**config.mk**
```make
export PLATFORM = sky130hd
export DESIGN_NAME = traceback_direction_reader
export DESIGN_NICKNAME = d
export VERILOG_FILES = /design/src/rtl/traceback_direction_reader.sv
export SDC_FILE = /design/constraint.sdc
export NUM_CORES = 1
export LEC_CHECK = 0
export ABC_CLOCK_PERIOD_IN_PS = 14780
export CAP_MARGIN = 20
export CELL_PAD_IN_SITES_DETAIL_PLACEMENT = 0
export CELL_PAD_IN_SITES_GLOBAL_PLACEMENT = 1
export CORE_MARGIN = 8
export CORE_UTILIZATION = 40
export CTS_CLUSTER_SIZE = 40
export DETAILED_ROUTE_END_ITERATION = 7
export PLACE_DENSITY_LB_ADDON = 0.1
export SLEW_MARGIN = 20
export SYNTH_ARGS = -nofsm -noshare
export SYNTH_HDL_FRONTEND = slang
export SYNTH_SLANG_ARGS = --single-unit
```
**constraint.sdc**
```tcl
create_clock -name clk -period 14.78 [get_ports clk]
set_input_delay 4.434 -clock clk [delete_from_list [all_inputs] [get_ports clk]]
set_output_delay 4.434 -clock clk [all_outputs]
set_load 0.1 [all_outputs]
```
**src/rtl/traceback_direction_reader.sv**
```systemverilog
`default_nettype none
// ============================================================================
// Module      : traceback_direction_reader
// Description : Walks the filled direction matrix from cell (N,N) back to
//               (0,0). Each cell costs one synchronous RAM read. The stored
//               symbol is checked for legality and then emitted as one
//               traceback step over a valid/ready handshake.
// Revision    : 1.0 - initial release
// ============================================================================
module traceback_direction_reader #(
    parameter int         N           = 128,
    parameter int         BitAddr     = $clog2(N + 1),
    parameter int         addr_lenght = $clog2((N + 1) * (N + 1)),
    parameter logic [2:0] DIAG        = 3'b001,
    parameter logic [2:0] UP          = 3'b010,
    parameter logic [2:0] LEFT        = 3'b100
) (
    input  logic                   clk,
    input  logic                   rst,
    input  logic                   start,
    output logic                   rd_en,
    output logic [addr_lenght-1:0] rd_addr,
    input  logic [2:0]             rd_data,
    output logic                   step_valid,
    input  logic                   step_ready,
    output logic [2:0]             step_sym,
    output logic [BitAddr:0]       step_i,
    output logic [BitAddr:0]       step_j,
    output logic                   busy,
    output logic                   done,
    output logic                   error,
    output logic [BitAddr:0]       step_count
);

    // ------------------------------------------------------------------
    // Constants
    // ------------------------------------------------------------------
    localparam int c_CW = BitAddr + 1;
    localparam int c_AW = addr_lenght;

    localparam logic [BitAddr:0]       c_N    = c_CW'(N);
    localparam logic [BitAddr:0]       c_ONE  = c_CW'(1);
    localparam logic [addr_lenght-1:0] c_ROW  = c_AW'(N + 1);

    localparam logic [2:0] c_S_IDLE = 3'd0;
    localparam logic [2:0] c_S_READ = 3'd1;
    localparam logic [2:0] c_S_CAPT = 3'd2;
    localparam logic [2:0] c_S_EMIT = 3'd3;
    localparam logic [2:0] c_S_DONE = 3'd4;
    localparam logic [2:0] c_S_ERR  = 3'd5;

    // ------------------------------------------------------------------
    // State and walk coordinates
    // ------------------------------------------------------------------
    logic [2:0]             r_state;
    logic [BitAddr:0]       r_i;
    logic [BitAddr:0]       r_j;

    logic [2:0]             w_state_next;
    logic [BitAddr:0]       w_i_load;
    logic [BitAddr:0]       w_j_load;
    logic [BitAddr:0]       w_i_dec;
    logic [BitAddr:0]       w_j_dec;
    logic                   w_handshake;
    logic                   w_start_ok;
    logic                   w_legal;
    logic [addr_lenght-1:0] w_rd_addr_next;

    assign w_handshake = (r_state == c_S_EMIT) && step_valid && step_ready;
    assign w_start_ok  = start && ((r_state == c_S_IDLE) || (r_state == c_S_DONE));

    // Decide whether the freshly read symbol may be followed from (i,j)
    always_comb begin
        w_legal = 1'b0;
        case (rd_data)
            DIAG:    w_legal = (r_i != '0) && (r_j != '0);
            UP:      w_legal = (r_i != '0);
            LEFT:    w_legal = (r_j != '0);
            default: w_legal = 1'b0;
        endcase
    end

    // Coordinates after following the accepted step
    always_comb begin
        w_i_dec = r_i;
        w_j_dec = r_j;
        if ((step_sym == DIAG) || (step_sym == UP)) begin
            w_i_dec = r_i - c_ONE;
        end
        if ((step_sym == DIAG) || (step_sym == LEFT)) begin
            w_j_dec = r_j - c_ONE;
        end
    end

    // Next-state and coordinate-load selection
    always_comb begin
        w_state_next = r_state;
        w_i_load     = r_i;
        w_j_load     = r_j;
        case (r_state)
            c_S_IDLE, c_S_DONE: begin
                if (start) begin
                    w_i_load     = c_N;
                    w_j_load     = c_N;
                    w_state_next = (N == 0) ? c_S_DONE : c_S_READ;
                end
            end
            c_S_READ: begin
                w_state_next = c_S_CAPT;
            end
            c_S_CAPT: begin
                w_state_next = w_legal ? c_S_EMIT : c_S_ERR;
            end
            c_S_EMIT: begin
                if (w_handshake) begin
                    w_i_load     = w_i_dec;
                    w_j_load     = w_j_dec;
                    w_state_next = ((w_i_dec == '0) && (w_j_dec == '0)) ? c_S_DONE : c_S_READ;
                end
            end
            c_S_ERR: begin
                w_state_next = c_S_ERR;
            end
            default: begin
                w_state_next = c_S_IDLE;
            end
        endcase
    end

    // Row-major address of the next cell to read; max (N+1)^2-1 never wraps
    assign w_rd_addr_next = c_AW'(w_j_load) + (c_ROW * c_AW'(w_i_load));

    // FSM state and walk coordinates
    always_ff @(posedge clk) begin
        if (rst) begin
            r_state <= c_S_IDLE;
            r_i     <= '0;
            r_j     <= '0;
        end else begin
            r_state <= w_state_next;
            r_i     <= w_i_load;
            r_j     <= w_j_load;
        end
    end

    // Status and RAM-control outputs registered from the upcoming state
    always_ff @(posedge clk) begin
        if (rst) begin
            rd_en      <= 1'b0;
            rd_addr    <= '0;
            step_valid <= 1'b0;
            busy       <= 1'b0;
            done       <= 1'b0;
            error      <= 1'b0;
        end else begin
            rd_en      <= (w_state_next == c_S_READ);
            step_valid <= (w_state_next == c_S_EMIT);
            busy       <= (w_state_next == c_S_READ) ||
                          (w_state_next == c_S_CAPT) ||
                          (w_state_next == c_S_EMIT);
            done       <= (w_state_next == c_S_DONE);
            // ERR is only left through reset, so this level is sticky
            error      <= (w_state_next == c_S_ERR);
            if (w_state_next == c_S_READ) begin
                rd_addr <= w_rd_addr_next;
            end
        end
    end

    // Step payload capture and accepted-step counter
    always_ff @(posedge clk) begin
        if (rst) begin
            step_sym   <= '0;
            step_i     <= '0;
            step_j     <= '0;
            step_count <= '0;
        end else begin
            if (r_state == c_S_CAPT) begin
                step_sym <= rd_data;
                step_i   <= r_i;
                step_j   <= r_j;
            end
            if (w_start_ok) begin
                step_count <= '0;
            end else if (w_handshake) begin
                step_count <= step_count + c_ONE;
            end
        end
    end

endmodule
`default_nettype wire

```
==> run metrics, run 1 <==
run status=finished clean; clock tree from TritonCTS=yes; global placement routability congestion=slightly below 0.9; power share of the clock group=about two fifths; power density relative to cell area=86.31 nW/um2; normalized max-slew margin=between 30% and 40%; DRC violation total after the first TritonRoute iteration=a little over 200; DRT antenna net count=0; static leakage power=around 2.0 nW; number of iterations in the first detailed-routing pass=4; Area growth syn-to-layout=20.40%; cells resized by post-CTS repair=0; fraction of power spent switching nets=between 20% and 30%; number of buffers inserted by post-CTS setup repair=0; dominant register cell in the synthesized netlist=dfxtp_1; worst-case setup margin in the final layout=around 5.7 ns; number of buffers between clock root and the deepest sink=2; via count of the first global-routing pass=3,734; maximum number of pins on one net before global-route repair=44; Hold Fails Final Rpt=0; share of cells above drive strength 1=6.360%; largest fanout of any net on the critical path=7; classification of the worst-slack hold path=flip-flop to flip-flop; type of destination of the critical path=flip-flop; number of synthesized register bits=71; total of max-cap violations=0; fraction of registers with async set or reset after synthesis=0%; wire length reported by the detailed router=~12,000 um; synthesized-area fraction occupied by xor and xnor cells=3.748%; Warnings, synthesis=0; EDFF count, synth=0; mean post-synth cell area=8.184 um2; insertion delay of the later-clocked pin in the worst-skew pair=~0.34 ns; net switching power=0.1251 mW; fraction of the mapped netlist area in compound gates=18.59%; IO Pins=57; multiplexer share of the synthesized area=1.666%; ratio of routed vias to standard cells=roughly 5.4; fmax=about 0.11 GHz; Setup Total Neg Slack=0 ns; clock period minus final worst setup slack=9.040 ns; port bufs=56; detailed-placement wirelength estimate=approximately 9000 um; nets@finish=610; core area=roughly 10,000 um2; number of antenna diodes=0; kind of critical path=input port to flip-flop; DRC violations left=0; Synthesized Nets=around 560; CTS H-tree depth=3; adder and majority gate portion of the synthesized area=13.03%; clock slew at reported path FFs=0.08 ns; simple logic cell fraction of the synthesized area=between 20% and 30%; Arrival @ worst endpoint=a little over 9 ns; Mapped Cells=between 500 and 600; area enclosed by the die boundary=14,050 um2; WP data required=~15 ns; die outline width=approximately 120 um; RSZ-0062 raised after global routing=false; clock tree skew after final layout=0.01065 ns; total number of vias=between 3,000 and 4,000; fill cell instance count of the final layout=about 1,100; total CTS buffers=9; combinational family with the most area after synthesis=simple AND/OR/NAND/NOR gates; sequential standard cell area=1421 um2; final routed wire length divided by cell count=roughly 16 um; cell row count=37; type of element launching the critical path=input port; Hold-fix buffers, CTS=0; part of the power in combinational logic=15.9%; internal power consumption=roughly 0.31 mW; Root Buffer Master=clkbuf_8; Final Slew Violations=0; area used by multi-input combinational logic=2590 um2; register share of total power=between 40% and 50%; sequential fraction of the synthesis area=between 30 and 40%; pre-CTS setup slack=~5.1 ns; Initial Util=between 40% and 50%; TritonCTS sink count=71; setup-violating endpoint count in the final report=0; number of antenna violations at the first check in global routing=0; wire length of the first global-routing pass=roughly 19,000 um; number of distinct library cell variants in the gate-level netlist after synthesis=58; total congestion overflow after global routing=0; die extent in y=118.6 um; maximum vdd drop=a little over 40 uV; transition time at the pin with the least slew margin=1.004 ns; crit share post-route=between 60% and 70%; netlist area before placement=4207 um2; aggregate global-route resource usage=~17%
==> registers in the layout (all words and copies together), names as in the netlist <==
name	count
step_valid	1
step_j	9
busy	1
done	1
error	1
r_j	9
step_count	9
rd_en	1
r_state	3
r_i	9
step_sym	3
step_i	9
rd_addr	15
==> Yosys cell counts, drive strengths merged, types with 2 or more instances <==
library cell	instances	area (um2)
xnor2	11	96.34
buf	7	56.29
nor2	37	138.9
o2111ai	3	26.28
or2	2	12.51
nand4	4	25.02
or3b	2	17.52
ha	39	488.0
o31ai	6	45.04
and3b	2	17.52
fa	3	60.06
o22ai	2	12.51
xor2	7	61.31
nand3	11	60.06
clkbuf	16	60.06
o41ai	3	26.28
inv	23	86.33
nor4	7	56.30
and4b	2	20.02
a211oi	3	22.52
o21ai	43	215.2
and2	17	106.4
dfxtp	71	1421
o31a	4	37.54
nor3	14	70.07
nor4b	2	23.77
nand2	73	274.0
o21a	4	30.03
and3	3	23.77
a21oi	47	235.2
or3	11	70.07
nand2b	2	12.51
o211ai	3	22.52
mux2i	7	70.07
or4	5	48.79
a31oi	4	40.04
nor2b	2	12.51
a22o	3	26.28
==> layout make-up <==
class,instances,area share [%]
clock buffer,11,2.594
inverter,23,1.705
clock inverter,5,1.630
tap,136,3.360
timing repair buffer,59,11.51
sequential,71,28.06
multi-input combinational,397,51.14
==> per-stage QoR <==
step | util, % | power [mW] | area (um2) | cells | hold slack, ns
detailed placement | 47.13 | 0.2731 | 4843 | 686 | 0.4461
CTS | 49.21 | 0.4433 | 5057 | 702 | 0.4579
global placement | 47.13 | 0.2729 | 4843 | 686 | 0.4427
floorplan | - | 0.2562 | 4207 | 514 | 0.4588
global route | 49.28 | 0.4571 | 5065 | 702 | 0.4770
finish | 49.28 | 0.4371 | 5065 | 702 | 0.4553
==> final timing paths <==
path	from	cells after the start	endpoint	slack, ns
hold / removal	step_j[3]	2	step_j[3]	0.46
setup reg to reg	step_sym[1]	16	rd_addr[14]	9.50
hold reg to reg	step_j[3]	2	step_j[3]	0.46
setup / recovery	start	16	rd_addr[14]	5.74
==> power groups by stage <==
stage                     sequential [mW]  combinational, mW  clock [mW]
final                               0.199             0.0695       0.169
after global routing                0.199             0.0754       0.182
after CTS                           0.199             0.0699       0.174
after detailed placement            0.203             0.0696           0
after global placement              0.203             0.0696           0
after floorplan                     0.220             0.0367           0
==> worst max-delay path, cell delays in order <==
cell and delay [ns]:
clkdlybuf4s50_1 0.51, or3b_2 0.53, o21ai_0 0.37, o21ai_0 0.19, nand2_1 0.11, o21ai_0 0.15
ha_1 0.32, ha_1 0.29, ha_1 0.31, fa_1 0.49, ha_1 0.27, o41ai_1 0.56
o21ai_0 0.28, a31o_2 0.30, nand3_1 0.07, a21oi_1 0.07
==> kinds of logic (layout without fill, tap and decap cells) <==
kind of cell,Yosys count,count (layout)
adders and majority gates,42,42
AOI/OAI and AO/OA,130,130
xor gates and xnor gates,18,18
buffers and inverters,46,98
muxes,7,7
and+or+nand+nor,200,200
DFF,71,71
==> layout by cell type (no fill, tap or decap), types with 4 or more instances in the layout <==
cell type and count:
or3_1 10, clkdlybuf4s50_1 56, mux2i_1 7, xnor2_1 11, o31ai_1 6, a21oi_1 47
o21a_1 4, and2_1 17, inv_1 23, nand4_1 4, o21ai_0 43, dfxtp_1 71
xor2_1 7, nor2_1 37, nand3_1 10, ha_1 39, nor3_1 14, nand2_1 73
nor4_1 5, clkbuf_8 9
==> routing by layer <==
| metal | global-route usage (%) | vias to the layer above | wire, um |
|---|---|---|---|
| li1 | - | 1914 | - |
| met1 | 21.58 | 1751 | 5424 |
| met2 | 26.60 | 80 | 5334 |
| met3 | 4.284 | 15 | 548 |
| met4 | 5.059 | 0 | 228 |
| met5 | 0 | - | 0 |
Power figures use the tool's default switching activity.
==> run 2: changes to the inputs <==
ABC_CLOCK_PERIOD_IN_PS = 7700   (was 14780)
CORE_UTILIZATION = 37   (was 40)
clock period = 7.7 ns   (was 14.78 ns; I/O delays follow)
==> run 2 against run 1 <==
Net effect:
- global-route usage decreased by 0.13 points
- cell count increased by 2.1%
- die area increased by 7.0%
- hold slack got worse by 0.0041 ns
- critical path depth increased by 1
- cell area increased by 2.7%
- combinational power increased by 94%
- critical endpoint is now rd_addr[13]
- highest routed layer unchanged
==> run metrics, run 2 (same netlist as run 1, synthesis figures left out) <==
final cell count without fillers=717; number of buffer and inverter instances along the worst setup path=2; clock tree from TritonCTS=yes; global placement routability congestion=approximately 0.86; total of max-cap violations=0; detailed-placement wirelength estimate=just over 9000 um; core area=11,270 um2; Hold Path Depth=2; Final Slew Violations=0; R2R cell count=16; Reg with most FFs=rd_addr; crit share post-route=between 80% and 90%; wire length reported by the detailed router=11,940 um; cell row count=39; area enclosed by the die boundary=15,040 um2; port bufs=56; delay of the slowest cell on the worst path=between 0.5 and 0.6 ns; delay-heaviest family, CP=adder cells; most common cell after layout, fill and taps aside=nand2_1; Hold Fails Final Rpt=0; power density relative to cell area=about 180 nW/um2; kind of critical path=input port to flip-flop; cells resized by post-CTS repair=0; total number of vias=between 3,000 and 4,000; setup-violating endpoint count in the final report=0; normalized max-slew margin=33.60%; number of antenna violations at the first check in global routing=0; number of buffers inserted by post-CTS setup repair=0; Initial Util=37.32%; IO Pins=57; fill cell instance count of the final layout=roughly 1,100; final routed wire length divided by cell count=about 17 um; total CTS buffers=9; transition time at the pin with the least slew margin=between 0.9 and 1 ns; share of cells above drive strength 1=under 10%; Arrival @ worst endpoint=approximately 7 ns; nets@finish=roughly 600; TritonCTS sink count=71; critical path's most frequent cell=ha_1; WHS=0.4512 ns; WP data required=around 7.9 ns; HP Start=step_i[3]; post-route standard cell area excluding fillers=roughly 5200 um2; Hold-fix buffers, CTS=0; flip-flop count of the largest register after layout=15; CTS H-tree depth=3; Critical-path top delay cell=or3b_2; clock period minus final worst setup slack=between 6 and 7 ns; fmax=0.1473 GHz; wire length of the first global-routing pass=19,380 um; via count of the first global-routing pass=3,674; DRC violation total after the first TritonRoute iteration=between 200 and 250; maximum number of pins on one net before global-route repair=44; type of element launching the critical path=input port; static leakage power=between 2 and 2.5 nW; die outline width=~120 um; count of cell instances traversed by the critical path=17; Root Buffer Master=clkbuf_16; Setup Total Neg Slack=0 ns; number of iterations in the first detailed-routing pass=4; type of destination of the critical path=flip-flop; clock tree skew after final layout=between 0.007 and 0.008 ns; insertion delay of the later-clocked pin in the worst-skew pair=between 0.3 and 0.4 ns; Reg-to-Reg Start=step_sym[2]; number of antenna diodes=0; instance count after placement with tap cells included=between 700 and 800; clock slew at reported path FFs=roughly 0.060 ns; DRC violations left=0; DRT antenna net count=0; slack of the worst reg-to-reg path=about 2.5 ns; maximum vdd drop=between 90 and 100 uV; die extent in y=about 120 um; Worst R2R End=rd_addr[13]; total congestion overflow after global routing=0; classification of the worst-slack hold path=flip-flop to flip-flop; largest fanout of any net on the critical path=16; final standard cell utilization of the core=between 40% and 50%; run status=finished clean; ratio of routed vias to standard cells=5.294; aggregate global-route resource usage=between 10% and 20%; Post-Place Cell Area=slightly below 5000 um2; cell-by-cell trace of the critical path=clkdlybuf4s50_1 > or3b_2 > a21boi_1 > buf_4 > o21ai_0 > o21ai_0 > ha_1 > ha_1 > ha_1 > fa_1 > ha_1 > o21a_1 > o31a_1 > or4_1 > and4_1 > o211ai_1 > o21ai_0; top library cells by usage in the layout, fill and taps aside=nand2_1 (73), dfxtp_1 (71), clkdlybuf4s50_1 (56); RSZ-0062 raised after global routing=false; number of buffers between clock root and the deepest sink=2; end of the worst hold path=step_i[3]; Area growth syn-to-layout=23.68%
==> run 2: changes by cell type in the layout (fill, tap and decap cells not counted), sizes merged <==
cell / delta
bufinv: -1
buf: +8
clkbuf: -1
clkinv: +1
clkinvlp: +1
==> run 2: worst register-to-register path, stage by stage (launching register included) <==
cell and delay, ns:
dfxtp_1 0.45, or4_4 0.65, or4_4 0.46, or3_2 0.44
nand3_1 0.19, ha_1 0.27, ha_1 0.30, ha_1 0.28
ha_1 0.27, ha_1 0.35, o21a_1 0.13, o31a_1 0.12
o31a_1 0.28, or4_1 0.43, and4_1 0.21, o211ai_1 0.16
o21ai_0 0.10
==> run 2: metrics by stage <==
step / total power, mW / setup slack, ns
2_1_floorplan: 0.4918 / 1.323
3_3_place_gp: 0.5252 / 0.7080
3_5_place_dp: 0.5256 / 0.5510
4_1_cts: 0.9393 / 0.9179
5_1_grt: 0.9631 / 0.6685
6_report: 0.9264 / 0.9102
==> run 2: worst max-delay path by stage <==
stage | start | end | slack [ns]
global placement | start | rd_addr[13] | 0.71
finish | start | rd_addr[13] | 0.91
floorplan | start | rd_addr[13] | 1.32
global route | start | rd_addr[14] | 0.67
detailed placement | start | rd_addr[13] | 0.55
CTS | start | rd_addr[13] | 0.92
==> run 2: power by group <==
part           switching [mW]  leakage (nW)  internal, mW
registers             0.00770         0.574         0.374
logic                  0.0921          1.38        0.0428
clock network           0.160         0.142         0.249
total                   0.260          2.10         0.667
==> run 2: cell type report <==
class	count	area (um2)	share of cell area (%)
Multi-Input combinational cell	397	2582	49.64
Sequential cell	71	1421	27.32
Timing Repair Buffer	67	643.1	12.36
Clock buffer	10	229.0	4.401
Tap cell	143	178.9	3.439
Inverter	23	86.33	1.659
Clock inverter	6	61.31	1.178
==> run 2: routing by layer <==
metal  track usage, %  vias to the layer above  part of all wire, %
li1                 -                     1950                    -
met1            20.45                     1757                   47
met2            27.13                       75                   47
met3            3.312                       14                  4.5
met4            7.692                        0                  1.7
met5                0                        -                    0
